$ cat config.mk
export PLATFORM = sky130hd
export DESIGN_NAME = double_tap_delay_line_flat
export DESIGN_NICKNAME = d
export VERILOG_FILES = /design/src/rtl/double_tap_delay_line_pkg.sv /design/src/rtl/double_tap_delay_line_if.sv /design/src/rtl/double_rise_detect.sv /design/src/rtl/double_tap_delay_line.sv /design/src/flat_wrapper.sv
export SDC_FILE = /design/constraint.sdc
export NUM_CORES = 1
export LEC_CHECK = 0
export BUFFER_PORTS_ARGS = -buffer_cell sky130_fd_sc_hd__buf_2
export CORE_ASPECT_RATIO = 0.7
export CORE_MARGIN = 4
export CORE_UTILIZATION = 54
export DETAILED_ROUTE_END_ITERATION = 8
export GPL_TIMING_DRIVEN = 0
export PLACE_DENSITY = 0.74
export RECOVER_POWER = 100
export SYNTH_ARGS = -nofsm -noshare
export SYNTH_HDL_FRONTEND = slang
export SYNTH_SLANG_ARGS = --single-unit
$ cat constraint.sdc
create_clock -name clk_operation -period 2.6 [get_ports clk_operation]
set_input_delay 0.39 -clock clk_operation [delete_from_list [all_inputs] [get_ports clk_operation]]
set_output_delay 0.39 -clock clk_operation [all_outputs]
set_load 0.02 [all_outputs]
$ cat src/rtl/double_tap_delay_line_pkg.sv
// Shared constants and FSM encoding for the double-precision tap delay line.
package double_tap_delay_line_pkg;

    localparam int SAMPLE_W = 64;
    localparam logic [63:0] POS_ZERO = 64'h0;

    typedef enum logic {
        ST_IDLE,
        ST_STREAM
    } dtd_state_e;

endpackage

$ cat src/rtl/double_tap_delay_line_if.sv
// Tap stream handshake bundle: data, lag index, valid/ready and last marker.
interface double_tap_delay_line_if #(
    parameter int DEPTH = 4,
    parameter int W     = 64
);
    logic [W-1:0]             tap_data;
    logic [$clog2(DEPTH)-1:0] tap_idx;
    logic                     tap_valid;
    logic                     tap_ready;
    logic                     tap_last;

    modport master (
        output tap_data, tap_idx, tap_valid, tap_last,
        input  tap_ready
    );

    modport slave (
        input  tap_data, tap_idx, tap_valid, tap_last,
        output tap_ready
    );
endinterface

$ cat src/rtl/double_rise_detect.sv
// Registered 0->1 detector for the converter ready level; history clears on reset.
module double_rise_detect (
    input  logic clk_operation,
    input  logic rst,
    input  logic level,
    output logic rise
);
    logic level_q;

    always_ff @(posedge clk_operation or negedge rst) begin
        if (!rst) begin
            level_q <= 1'b0;
            rise    <= 1'b0;
        end else begin
            level_q <= level;
            rise    <= level & ~level_q;
        end
    end
endmodule

$ cat src/rtl/double_tap_delay_line.sv
// Circular sample buffer that streams a lag-ordered snapshot of its contents
// after every capture, queuing at most one follow-up stream.
module double_tap_delay_line
    import double_tap_delay_line_pkg::*;
#(
    parameter int DEPTH = 4,
    parameter int W     = SAMPLE_W
) (
    input  logic                     clk_operation,
    input  logic                     rst,
    input  logic                     enable,
    input  logic [W-1:0]             double_in,
    input  logic                     sample_ready,
    double_tap_delay_line_if.master  tap,
    output logic [$clog2(DEPTH):0]   fill_count,
    output logic                     primed,
    output logic                     overrun
);
    localparam int IDXW = $clog2(DEPTH);

    logic [W-1:0]    mem  [DEPTH];
    logic [W-1:0]    snap [DEPTH];
    logic [IDXW-1:0] wptr;
    dtd_state_e      state;
    logic            pending;
    logic            start_q;
    logic            rise;
    logic            capture;
    logic            handshake;
    logic            end_hs;
    logic            begin_stream;

    double_rise_detect u_rise (
        .clk_operation (clk_operation),
        .rst           (rst),
        .level         (sample_ready),
        .rise          (rise)
    );

    assign capture      = rise & enable;
    assign handshake    = tap.tap_valid & tap.tap_ready;
    assign end_hs       = handshake & tap.tap_last;
    // A queued capture restarts straight from the final handshake, skipping IDLE.
    assign begin_stream = ((state == ST_IDLE) && start_q) ||
                          ((state == ST_STREAM) && end_hs && pending);
    assign primed       = (fill_count == (IDXW + 1)'(DEPTH));

    always_ff @(posedge clk_operation or negedge rst) begin
        if (!rst) begin
            for (int unsigned k = 0; k < DEPTH; k++) begin
                mem[k] <= W'(POS_ZERO);
            end
            wptr       <= '0;
            fill_count <= '0;
        end else if (capture) begin
            mem[wptr] <= double_in;
            wptr      <= wptr + 1'b1;
            if (!primed) begin
                fill_count <= fill_count + 1'b1;
            end
        end
    end

    always_ff @(posedge clk_operation or negedge rst) begin
        if (!rst) begin
            for (int unsigned k = 0; k < DEPTH; k++) begin
                snap[k] <= '0;
            end
            state         <= ST_IDLE;
            pending       <= 1'b0;
            overrun       <= 1'b0;
            start_q       <= 1'b0;
            tap.tap_valid <= 1'b0;
            tap.tap_last  <= 1'b0;
            tap.tap_idx   <= '0;
            tap.tap_data  <= '0;
        end else begin
            start_q <= capture;

            if (begin_stream) begin
                // Snapshot is stored lag-ordered: snap[k] holds the sample k captures back.
                for (int unsigned k = 0; k < DEPTH; k++) begin
                    snap[k] <= mem[wptr - IDXW'(k + 1)];
                end
                state         <= ST_STREAM;
                tap.tap_valid <= 1'b1;
                tap.tap_last  <= 1'b0;
                tap.tap_idx   <= '0;
                tap.tap_data  <= mem[wptr - IDXW'(1)];
            end else if ((state == ST_STREAM) && handshake) begin
                if (tap.tap_last) begin
                    state         <= ST_IDLE;
                    tap.tap_valid <= 1'b0;
                    tap.tap_last  <= 1'b0;
                end else begin
                    tap.tap_idx  <= tap.tap_idx + 1'b1;
                    tap.tap_data <= snap[tap.tap_idx + 1'b1];
                    tap.tap_last <= ((tap.tap_idx + 1'b1) == IDXW'(DEPTH - 1));
                end
            end

            if ((state == ST_STREAM) && end_hs && pending) begin
                pending <= capture;
            end else if ((state == ST_STREAM) && capture && !end_hs) begin
                if (pending) begin
                    overrun <= 1'b1;
                end
                pending <= 1'b1;
            end
        end
    end
endmodule

$ cat src/flat_wrapper.sv
// flat-port wrapper written by rule: the top's interface ports become plain ports
module double_tap_delay_line_flat import double_tap_delay_line_pkg::*;
#(
    parameter int DEPTH = 4,
    parameter int W     = SAMPLE_W
)
  (clk_operation, rst, enable, double_in, sample_ready, fill_count, primed, overrun, tap_tap_data, tap_tap_idx, tap_tap_valid, tap_tap_last, tap_tap_ready);
  double_tap_delay_line_if #(.DEPTH(DEPTH), .W(W)) tap_i ();
  input  logic clk_operation;
  input  logic rst;
  input  logic enable;
  input  logic [W-1:0] double_in;
  input  logic sample_ready;
  output logic [$clog2(DEPTH):0] fill_count;
  output logic primed;
  output logic overrun;
  output wire logic [$bits(tap_i.tap_data)-1:0] tap_tap_data;
  output wire logic [$bits(tap_i.tap_idx)-1:0] tap_tap_idx;
  output wire logic [$bits(tap_i.tap_valid)-1:0] tap_tap_valid;
  output wire logic [$bits(tap_i.tap_last)-1:0] tap_tap_last;
  input wire logic [$bits(tap_i.tap_ready)-1:0] tap_tap_ready;
  assign tap_tap_data = tap_i.tap_data;
  assign tap_tap_idx = tap_i.tap_idx;
  assign tap_tap_valid = tap_i.tap_valid;
  assign tap_tap_last = tap_i.tap_last;
  assign tap_i.tap_ready = tap_tap_ready;
  double_tap_delay_line #(.DEPTH(DEPTH), .W(W)) u_core (.clk_operation(clk_operation), .rst(rst), .enable(enable), .double_in(double_in), .sample_ready(sample_ready), .tap(tap_i), .fill_count(fill_count), .primed(primed), .overrun(overrun));
endmodule
==> summary.txt <==
Floorplanning
  • Die area: 59100 um^2
  • Initial Util: 0.550
  • DIE WIDTH: 289 um
  • Core Rows: 71
  • I/O pin cnt: 142
  • Core Box Area: 54200 um^2
  • Die height: slightly above 200 um

Global route
  • Pin count of the biggest net entering global routing: between 100 and 150
  • Global Route Usage Sum: 0.272
  • GR met3 Demand/Resource: 0.0726
  • GRT met2 Usage: 0.409
  • Vias in the first global route: ~19000
  • Busiest grt layer: met2
  • Global route overflow: 0
  • Initial antenna violation count: 10
  • GR Layer Usage met1: 0.398
  • First-pass GRT wire length: 121 mm

Cells and area
  • Cell Count, Final, Fillers Out: 2757
  • Final instance area: about 34000 um^2
  • FILL cells: 3960
  • Final net count: roughly 2100
  • Area Growth Syn to Fin: 13.5%
  • Register Area: ~15000 um^2
  • Multi-input gate area: approximately 14000 um^2
  • Layout cells sized above 1: 0.520
  • Commonest non-fill, non-tap cell in the layout: dfrtp_1
  • Most frequent cells in the layout: dfrtp_1, mux2_2, mux4_2
  • Finished Core Util: 0.624

Worst setup path
  • Arr. time, crit path: 3.02 ns
  • Max FO, Critical Path: 10
  • Crit path depth: 8
  • CP Launch Point: u_core.tap.tap_idx[0]
  • CP Class: register to register
  • Worst path slowest cell: dfrtp_2
  • Crit-path max cell delay: 0.46 ns
  • Buf/Inv on CP: 5
  • R2R depth: 8
  • Worst Path Required: around 3.1 ns
  • Critical-path cell list: buf_6, buf_8, inv_1, ha_1, clkbuf_8, clkbuf_8, mux4_2, a221o_1
  • Most used cell, CP: clkbuf_8
  • Startpoint types: register
  • Delay-heaviest family, CP: buffers and inverters
  • R2R Path Start: u_core.tap.tap_idx[0]
  • Crit path capture type: register

Drt
  • Initial DRC Count: approximately 1700
  • Wire length per cell: 28.5 um
  • DRC: 0
  • 1st-pass router iterations: 5
  • Vias/cell: 6.66
  • Final antenna-violating net count: 0
  • WL final: 78.5 mm
  • Via count: 18400

STA
  • Setup Skew: 0.0174 ns
  • Fin. Hold Viols: 0
  • Final Cycle Share: 0.976
  • RSZ-0062 raised after global routing: no
  • Worst slew margin: 0.216
  • Max-slew violations: 0
  • Final setup viols: 0
  • F_max: 394 MHz
  • Period minus WS final: 2.54 ns
  • Worst-Margin Slew: 1.18 ns

Power
  • Leakage power: ~15 nW
  • PwrDens: 1470 nW/um^2
  • Worst vdd ir: 0.713 mV

Worst hold path
  • Hold Path Stages: 2
  • Hold Path Class: primary input to register
  • Hold_sp: double_in[40]

Synth
  • Largest family of logic cells by synthesized area: multiplexers
  • Syn Area/Cell: 16.9 um^2
  • Register area share after synthesis: 0.495
  • Yosys Warn Count: 0
  • Mapped Area: 29800 um^2
  • Post-synthesis cell type count: 32
  • Syn Inst Count: 1758
  • Fraction of synthesized area in multiplexers: 0.414
  • Register bit total from synthesis: 590
  • Synth Area in XOR/XNOR: 0.00118
  • Adder-cell share of the synthesized area: 0.00294
  • Syn nets: 1834
  • Simple-gate share of the synthesized area: 0.00386
  • Synth Area in Compound Gates: 0.0555

Place
  • Placed cells: 2633
  • Port bufs: 141
  • Placement Cell Area: 31600 um^2
  • Gp weighted congestion: 0.808
  • HPWL after DPL: 51.6 mm

Run
  • Max-cap violations: 0

CTS
  • Htree depth: 2
  • Root Driver: clkbuf_16
  • Worst-path clk slew: 0.06 ns
  • CTS tree: done
  • Worst skew pair latency: 0.62 ns
  • Clock sink count: between 500 and 600
  • Clock buffer depth: 3
  • TritonCTS Buffers: 58

Run status
  • Status: finished, final reports clean
==> path summary, 6_finish.rpt <==
check	to	slack [ns]
setup / recovery	u_core.tap.tap_data[53]	0.06
setup reg to reg	u_core.tap.tap_data[53]	0.06
max in group asynchronous	u_core.wptr[1]	0.51
min in group asynchronous	u_core.tap.tap_data[12]	0.39
hold / removal	u_core.mem[104]	0.05
hold reg to reg	u_core.u_rise.rise	0.39
==> cells in the mapped netlist <==
cell | number | area share
mux2_4 | 13 | 0.0066
a21boi_0 | 64 | 0.016
nand2_1 | 12 | 0.0015
a41o_1 | 1 | 0.00034
a31oi_1 | 1 | 0.00021
and2_1 | 2 | 0.00042
buf_1 | 6 | 0.00076
nand2b_1 | 1 | 0.00021
a22o_1 | 1 | 0.00029
mux4_2 | 320 | 0.24
and3b_1 | 1 | 0.00029
a221o_1 | 64 | 0.021
o21ai_0 | 3 | 0.00050
a21o_1 | 64 | 0.016
nand3_1 | 1 | 0.00017
buf_2 | 89 | 0.015
o21a_1 | 1 | 0.00025
nand4_1 | 1 | 0.00021
nor2_1 | 3 | 0.00038
nand3b_1 | 1 | 0.00025
a21oi_1 | 1 | 0.00017
ha_1 | 7 | 0.0029
buf_4 | 1 | 0.00025
xnor2_1 | 4 | 0.0012
inv_1 | 9 | 0.0011
mux2i_1 | 1 | 0.00034
dfrtp_1 | 590 | 0.50
nor2b_1 | 2 | 0.00042
buf_6 | 8 | 0.0030
mux2_2 | 436 | 0.16
buf_12 | 2 | 0.0013
clkbuf_1 | 48 | 0.0060
==> area by class of cell <==
class | count | share of cell area
Clock buffer | 91 | 0.0519
Multi-Input combinational cell | 1005 | 0.421
Tap cell | 730 | 0.0270
Inverter | 9 | 0.00137
Clock inverter | 12 | 0.00337
Buffer | 151 | 0.0318
Antenna cell | 7 | 0.000518
Sequential cell | 590 | 0.437
Timing Repair Buffer | 162 | 0.0269
==> where the power goes <==
part	total (mW)	leakage, nW	internal, mW	switching (mW)
Combinational	24.2	6.36	14.4	9.78
Sequential	17.2	7.35	13.4	3.81
Clock	8.40	0.929	4.80	3.60
Total	49.9	14.6	32.7	17.2
==> per-layer routing <==
metal	vias to the layer above	routed length [um]
met4	6	1660
met3	116	7120
li1	7480	-
met5	-	54
met2	792	36900
met1	9964	32800
==> logic make-up after synthesis <==
| family | after synthesis |
|---|---|
| AO/OA/AOI/OAI | 200 |
| XOR/XNOR | 4 |
| adder cells (fa/ha/maj) | 7 |
| buffers and inverters | 163 |
| flip-flops | 590 |
| multiplexers | 770 |
| AND/OR/NAND/NOR | 24 |
==> state kept, by name, summed over array words and instances, names as in the netlist <==
register,flops
u_core.u_rise.rise,1
u_core.snap,256
u_core.mem,256
u_core.u_rise.level_q,1
u_core.tap.tap_last,1
u_core.tap.tap_valid,1
u_core.start_q,1
u_core.tap.tap_data,64
u_core.pending,1
u_core.fill_count,3
u_core.overrun,1
u_core.wptr,2
u_core.tap.tap_idx,2
==> metrics by stage <==
stage / total power, mW / setup TNS [ns] / hold WS, ns / setup slack (ns)
after floorplan: 33.9 / -0.219 / 0.0944 / -0.0113
after global placement: 39.2 / -6575.56 / 0.384 / -10.72
after detailed placement: 40.1 / -312.95 / 0.383 / -1.07
after CTS: 50.0 / -0.0138 / 0.0163 / -0.0136
after global routing: 52.4 / 0 / 0.0381 / 0.00490
final: 49.9 / 0 / 0.0454 / 0.0621
==> worst reg2reg max path: stages, from the launching register on <==
cell      delay [ns]
dfrtp_2         0.46
buf_6           0.23
buf_8           0.20
inv_1           0.07
ha_1            0.31
clkbuf_8        0.24
clkbuf_8        0.24
mux4_2          0.31
a221o_1         0.35
==> timing repair <==
action                                  CTS  global route
buffers inserted                          8             4
gates resized for setup                 113            17
endpoints found under the hold margin   101             0
cloned                                    2             1
hold buffers                              2             0
endpoints found under the setup margin  429            80
pin swaps                                 1             1
Note: power is estimated with default switching activity, not from simulation.
